### src/rtl/im_loader_pkg.sv
// Shared types for the instruction-memory boot loader.
package im_loader_pkg;

    typedef enum logic [2:0] {
        HDR_LO,
        HDR_HI,
        PAYLOAD,
        CHECK,
        DONE,
        ERROR
    } loader_state_t;

    localparam int LOADER_HDR_BYTES  = 2;
    localparam int LOADER_WORD_BYTES = 4;

endpackage

### src/rtl/im_loader_byte_packer.sv
// Packs a little-endian byte stream into 32-bit words.
module im_loader_byte_packer
    import im_loader_pkg::*;
(
    input  logic        clk,
    input  logic        reset,
    input  logic        byte_valid_i,
    input  logic [7:0]  byte_i,
    output logic [1:0]  lane_o,
    output logic        word_valid_o,
    output logic [31:0] word_o
);

    localparam logic [1:0] LAST_LANE = 2'(LOADER_WORD_BYTES - 1);

    logic [1:0]  lane_q;
    logic [23:0] low_q;
    logic [31:0] word_q;
    logic        valid_q;

    // word_q only changes on completion, so it holds between strobes
    always_ff @(posedge clk) begin
        if (reset) begin
            lane_q  <= 2'd0;
            low_q   <= 24'd0;
            word_q  <= 32'd0;
            valid_q <= 1'b0;
        end else begin
            valid_q <= 1'b0;
            if (byte_valid_i) begin
                lane_q <= lane_q + 2'd1;
                if (lane_q == LAST_LANE) begin
                    word_q  <= {byte_i, low_q};
                    valid_q <= 1'b1;
                end else begin
                    unique case (lane_q)
                        2'd0:    low_q[7:0]   <= byte_i;
                        2'd1:    low_q[15:8]  <= byte_i;
                        default: low_q[23:16] <= byte_i;
                    endcase
                end
            end
        end
    end

    assign lane_o       = lane_q;
    assign word_valid_o = valid_q;
    assign word_o       = word_q;

endmodule

### src/rtl/im_loader.sv
// Boot loader: framed byte stream -> IM write port, holds core in reset
// until the whole image is stored and its XOR checksum matches.
module im_loader
    import im_loader_pkg::*;
#(
    parameter int IM_DEPTH = 256,
    parameter int ADDR_W   = $clog2(IM_DEPTH)
) (
    input  logic              clk,
    input  logic              reset,
    input  logic              rx_valid,
    input  logic [7:0]        rx_data,
    output logic              rx_ready,
    output logic              im_we,
    output logic [ADDR_W-1:0] im_waddr,
    output logic [31:0]       im_wdata,
    output logic              core_reset,
    output logic              load_done,
    output logic              load_error,
    output logic [15:0]       words_loaded
);

    localparam logic [1:0]  LAST_LANE = 2'(LOADER_WORD_BYTES - 1);
    localparam logic [16:0] DEPTH_N   = 17'(IM_DEPTH);

    loader_state_t     state_q;
    logic [15:0]       n_q;
    logic [7:0]        cksum_q;
    logic [ADDR_W-1:0] waddr_q;
    logic [15:0]       words_q;
    logic              core_reset_q;
    logic              done_q;
    logic              err_q;

    logic        accept;
    logic        pay_acc;
    logic        word_end;
    logic [1:0]  lane;
    logic [15:0] n_d;
    logic [7:0]  cksum_d;

    assign rx_ready = (state_q != DONE) && (state_q != ERROR);
    assign accept   = rx_valid && rx_ready;
    assign pay_acc  = accept && (state_q == PAYLOAD);
    assign word_end = pay_acc && (lane == LAST_LANE);
    assign n_d      = {rx_data, n_q[7:0]};
    assign cksum_d  = cksum_q ^ rx_data;

    im_loader_byte_packer u_packer (
        .clk          (clk),
        .reset        (reset),
        .byte_valid_i (pay_acc),
        .byte_i       (rx_data),
        .lane_o       (lane),
        .word_valid_o (im_we),
        .word_o       (im_wdata)
    );

    always_ff @(posedge clk) begin
        if (reset) begin
            state_q      <= HDR_LO;
            n_q          <= 16'd0;
            cksum_q      <= 8'd0;
            waddr_q      <= '0;
            words_q      <= 16'd0;
            core_reset_q <= 1'b1;
            done_q       <= 1'b0;
            err_q        <= 1'b0;
        end else begin
            // address and count move on the edge that raises im_we
            if (word_end) begin
                waddr_q <= words_q[ADDR_W-1:0];
                words_q <= words_q + 16'd1;
            end
            if (pay_acc) cksum_q <= cksum_d;
            if (accept) begin
                unique case (state_q)
                    HDR_LO: begin
                        n_q[7:0] <= rx_data;
                        state_q  <= HDR_HI;
                    end
                    HDR_HI: begin
                        n_q <= n_d;
                        if ({1'b0, n_d} > DEPTH_N) begin
                            state_q <= ERROR;
                            err_q   <= 1'b1;
                        end else if (n_d == 16'd0) begin
                            state_q <= CHECK;
                        end else begin
                            state_q <= PAYLOAD;
                        end
                    end
                    PAYLOAD: begin
                        if (word_end && (words_q + 16'd1 == n_q))
                            state_q <= CHECK;
                    end
                    CHECK: begin
                        if (rx_data == cksum_q) begin
                            state_q      <= DONE;
                            done_q       <= 1'b1;
                            core_reset_q <= 1'b0;
                        end else begin
                            state_q <= ERROR;
                            err_q   <= 1'b1;
                        end
                    end
                    default: ;
                endcase
            end
        end
    end

    assign im_waddr     = waddr_q;
    assign core_reset   = core_reset_q;
    assign load_done    = done_q;
    assign load_error   = err_q;
    assign words_loaded = words_q;

endmodule

### config.mk
export PLATFORM = sky130hd
export DESIGN_NAME = im_loader
export DESIGN_NICKNAME = d
export VERILOG_FILES = /design/src/rtl/im_loader_pkg.sv /design/src/rtl/im_loader_byte_packer.sv /design/src/rtl/im_loader.sv
export SDC_FILE = /design/constraint.sdc
export NUM_CORES = 1
export LEC_CHECK = 0
export ABC_AREA = 1
export ABC_CLOCK_PERIOD_IN_PS = 1800
export BUFFER_PORTS_ARGS = -buffer_cell sky130_fd_sc_hd__buf_2
export CORE_UTILIZATION = 28
export CTS_BUF_LIST = sky130_fd_sc_hd__clkbuf_4
export DETAILED_ROUTE_END_ITERATION = 16
export PLACE_DENSITY_LB_ADDON = 0.2
export SLEW_MARGIN = 5
export SYNTH_ARGS = -nofsm -noshare
export SYNTH_HDL_FRONTEND = slang
export SYNTH_SLANG_ARGS = --single-unit
### constraint.sdc
create_clock -name clk -period 1.8 [get_ports clk]
set_input_delay 0.27 -clock clk [delete_from_list [all_inputs] [get_ports clk]]
set_output_delay 0.27 -clock clk [all_outputs]
set_load 0.02 [all_outputs]
# After elaboration in Yosys (flattened, before gate mapping)
# Index checks and enable logic that the tools add are counted.
[op_classes]
add_sub_neg = 2
order_cmp = 1
n_eq_ne = 12
muxes = 9
bitwise = 4
n_reduce_logical = 21
[op_table]
columns = ["operator", "n"]
rows = [
  ["$add 16x1->16 const B", 1],
  ["$eq 16x16->1", 1],
  ["$gt 16x9->1 const B", 1],
  ["$logic_not 16->1", 1],
  ["$reduce_and 3->1", 5],
  ["$pmux 3 s4", 1],
  ["$eq 8x8->1", 1],
  ["$xor 8x8->8", 1],
  ["$eq 3x2->1 const B", 2],
  ["$mux 3", 2],
  ["$ne 3x3->1 const B", 2],
  ["$reduce_and 2->1", 3],
  ["$logic_and 1x1->1", 5],
  ["$mux 1", 5],
  ["$ne 2x2->1 const B", 2],
  ["$reduce_and 4->1", 1],
  ["$reduce_bool 4->1", 1],
  ["$reduce_or 2->1", 2],
  ["$eq 3x1->1 const B", 1],
  ["$logic_not 3->1", 1],
  ["$not 1->1", 3],
  ["$add 2x1->2 const B", 1],
  ["$eq 2x1->1 const B", 1],
  ["$eq 2x2->1 const B", 1],
  ["4 further kinds", 4],
]
[word_totals]
reg_bits = 113
inputBits = 11
output_inout_bits = 61
wordCells = 64

# Depth between registers and ports, before layout
[logic_depth]
depth_word = 8
depth_mapped = 15
mapped_depth_nobuf = 15

# Hierarchy
# A second synthesis with hierarchy kept.
[unflattened]
cells_unflattened = 711
hier_area_um2 = 4987.3
[modules_own_cells]
columns = ["module", "instances", "cells_each", "area_each_um2", "seq_area_each_um2"]
rows = [
  ["im_loader", 1, 418, 2812.7, 1081.0],
  ["im_loader_byte_packer", 1, 293, 2174.6, 1181.1],
]

# Worst setup path after synthesis
# Ideal clock, no wire load.
[synth_timing]
kind = "register -> register"
startpoint = "reg words_q[0] (netlist: words_loaded[0])"
endpoint = "reg state_q[1]"
setup_ps = 109
arrival_time_ps = 1791
required_ps = 1691
path_slack_ps = -100
path_stages_with_launch = 15
path_buffers = 0
period_less_slack_ps = 1900
cell_sequence = "dfxtp_1 > ha_1 > nand3_2 > nor2_2 > nand2_1 > nand3_1 > nand2_1 > nor2_1 > nand3_1 > nor2_1 > nand3_1 > nand2_1 > nand4_1 > nand2_1 > inv_1"
[synth_between]
elab_chain_cells = 5
[synth_rtl]
columns = ["item", "line", "text"]
rows = [
  ["start, declared", "im_loader.sv:30", "logic [15:0] words_q;"],
  ["start signal, assigned", "im_loader.sv:73", "words_q <= words_q + 16'd1;"],
  ["$add 16x1->16", "im_loader.sv:94", "if (word_end && (words_q + 16'd1 == n_q))"],
  ["$eq 16x16->1", "im_loader.sv:94", ""],
  ["$logic_and 1x1->1", "im_loader.sv:94", ""],
  ["$ne 2x1->1 (no source line)", "n/a", ""],
  ["$reduce_and 3->1 (no source line)", "n/a", ""],
  ["end signal, assigned", "im_loader.sv:95", "state_q <= CHECK;"],
  ["end signal, assigned", "im_loader.sv:99", "state_q <= DONE;"],
  ["end signal, assigned", "im_loader.sv:103", "state_q <= ERROR;"],
  ["end, declared", "im_loader.sv:26", "loader_state_t state_q;"],
]
# Every way passes these cells.
# A chain may end at the register's enable or synchronous reset.

# Worst setup path in the final report
# Same ends and word-level chain as after synthesis.

==> metrics <==
failing checks negative setup slack; cells after synthesis 659; flop and latch count out of synthesis 113; largest net degree at the start of global routing 61; hold_sp rx_data[1]; Rows 48; Net Count, Synth 675; ANT cells 0; GRT Total Usage 0.164; Fin. Hold Viols 0; core area 0.0172 mm2; wire per inst 13.9 um; Power Dens Cells 820 mW/mm2; crit-path max FO 6; post-route cell area 0.00626 mm2; leakage 2.84 nW; total chip power 5.14 mW; Clock Tree Buf Depth 2; share of post-route cells with drive strength above 1 0.266; DR iter-0 viols 335; Final Worst Setup Slack -0.00644 ns; commonest non-fill, non-tap cells in the layout dfxtp_1 (108), o21ai_0 (90), nand2_1 (87); slew margin rel. 0.756; count of input and output buffers 71; met1 WL 6690 um; skew final 0.0296 ns; post-synthesis sequential area ratio 0.461; Die Wd 134 um; highest metal used met4; WL met2 6490 um; most common cell after layout, fill and taps aside dfxtp_1; drt total wl 14000 um; nets@finish 784; Clk pin slew, worst setup/hold paths 0.13 ns; top cell type's share of synthesized area 0.461; first-pass GRT wire length 23000 um; prevailing post-synth register cell dfxtp_1; Finish-stage setup viols 2; Yosys top cell by area dfxtp_1; initial antenna violation count 0; r2r startpoint words_loaded[0]; Hold Path Class input pin to flop; Req. time, crit path 2.26 ns; Worst R2R Path Depth 14; Synth area leaders dfxtp_1 (46%), o21ai_0 (9.2%), a21oi_1 (7.5%), nand2_1 (7.2%), nor2_1 (6.6%); EDFF count, synth 0; type of origin of the critical path flop; crit share post-route 1.00; grt ovf 0; Ys Warns 0; Layout area overhead 27.7%; Syn Area/Cell 7.45 um2; max cap viols 0; Synth cell types 29; Tmin final 1.81 ns; H-tree Lvls 4; FFs w/ async S/R, synth 0; pre-CTS WS -0.116 ns; Fillers 1887; drt via density 4.64; Max VDD drop 0.487 mV; Initial Util 0.286; Root Driver clkbuf_4; Mapped Area 0.00491 mm2; Arrival @ worst endpoint 2.26 ns; die extent in y 134 um; DP HPWL 9970 um; vias in the first global route 4567; Die ar. 0.0181 mm2; most used cell, CP nand3_2; max-slew violations 0; Hold Path Depth 3; total CTS buffers 17; CTS sink cnt 113; metal3 WL 687 um; GP Congestion 0.815; CTS tree yes; Slew @ Worst Pin 0.362 ns; Worst Hold End u_packer.low_q[17]; DRT Pass-1 Iters 5; family with the most delay on the worst path simple AND/OR/NAND/NOR gates; drc violations 0; reg2reg setup slack -0.006 ns; Peak Freq 0.554 GHz; R2R Path End state_q[1]; slowest CP cell dfxtp_4; Setup CP Type flop to flop; worst skew pair latency 0.54 ns; DP Area 0.00577 mm2; cell chain of the critical path ha_4, nand2_4, nor2_4, nand3_2, nand3_2, nand2_1, nor2_1, nand3_1, nor2_2, nand3_2, nand2_2, nand4_1, nand2_1, inv_1; via count 4664; ANT nets after route 0; Buf/Inv on CP 1; Largest stage delay, worst path 0.40 ns; endpoint class of the critical path flop; I/O Pins 72; status finished, violations left; RSZ-0062 raised after global routing true
metrics by stage:
stage / instances / hold slack, ns / TNS [ns] / utilization
after floorplan: 659 / 0.438 / 0 / -
after global routing: 1006 / 0.00881 / -0.495 / 0.365
after detailed placement: 969 / 0.442 / -0.276 / 0.336
after global placement: 969 / 0.440 / -0.129 / 0.336
after CTS: 1003 / 0.000126 / -0.0751 / 0.362
final: 1006 / 0.0523 / -0.0121 / 0.365
metal layers:
metal  up-vias  GRT usage
met1      2152      0.210
met5         -          0
met2       100      0.267
li1       2404          -
met4         0     0.0468
met3         8     0.0472
cells in the mapped netlist, types with 5 or more instances:
library cell,number
nand4_1,9
xnor2_1,5
a21oi_1,74
nand3_1,45
nor2_1,86
clkbuf_1,28
xor2_1,8
dfxtp_1,113
ha_1,5
nand2_1,94
nor2_4,9
nand3b_1,5
inv_1,55
o21ai_0,90
flip-flops by register name, summed over array words and instances (netlist names):
| register | flops |
|---|---|
| state_q | 3 |
| u_packer.word_valid_o | 1 |
| n_q | 16 |
| cksum_q | 8 |
| load_error | 1 |
| u_packer.low_q | 24 |
| im_waddr | 8 |
| u_packer.word_o | 32 |
| load_done | 1 |
| words_loaded | 16 |
| core_reset | 1 |
| u_packer.lane_o | 2 |
cell type report:
type	count	area [um2]	area share
Multi-Input combinational cell	456	2420	0.386
Sequential cell	113	2270	0.362
Timing Repair Buffer	121	753	0.120
Tap cell	225	282	0.0449
Inverter	58	225	0.0359
Clock inverter	15	183	0.0292
Clock buffer	17	128	0.0204
Timing Repair inverter	1	5.00	0.000799
kinds of logic after synthesis:
family                   Yosys count  synth area share
AO/OA/AOI/OAI                    175             0.184
buffers and inverters             90            0.0711
flip-flops                       113             0.461
AND/OR/NAND/NOR                  262             0.244
adder cells (fa/ha/maj)            5            0.0127
XOR/XNOR                          14            0.0278
where the power goes:
part | switching [mW] | total [mW] | internal, mW | leakage [nW]
combinational | 0.294 | 0.460 | 0.165 | 1.76
clock | 1.07 | 2.05 | 0.978 | 0.168
sequential | 0.0534 | 2.63 | 2.57 | 0.917
total | 1.42 | 5.14 | 3.72 | 2.84
worst reg2reg max path, cell delays in order, from the launching register on:
cell,delay (ns)
dfxtp_4,0.40
ha_4,0.16
nand2_4,0.06
nor2_4,0.18
nand3_2,0.12
nand3_2,0.07
nand2_1,0.05
nor2_1,0.08
nand3_1,0.09
nor2_2,0.13
nand3_2,0.11
nand2_2,0.11
nand4_1,0.08
nand2_1,0.06
inv_1,0.04
timing repair:
| action | 4_1_cts | 5_1_grt |
|---|---|---|
| gates resized for setup | 29 | 9 |
| gates cloned | 0 | 1 |
| hold endpoints to repair | 1 | 0 |
| setup buffers | 1 | 2 |
| endpoints found under the setup margin | 3 | 20 |
| hold buffers | 1 | 0 |
| pin swaps | 25 | 12 |
worst max path at each step:
stage / depth (start not counted) / slack, ns / endpoint / from
after global routing: 13 / -0.18 / state_q[0] / words_loaded[0]
after detailed placement: 13 / -0.12 / state_q[0] / words_loaded[0]
after global placement: 14 / -0.05 / state_q[1] / words_loaded[0]
after floorplan: 14 / 0.04 / state_q[1] / words_loaded[0]
final: 14 / -0.006 / state_q[1] / words_loaded[0]
after CTS: 14 / -0.03 / state_q[1] / words_loaded[0]
Note: power is estimated with default switching activity, not from simulation.
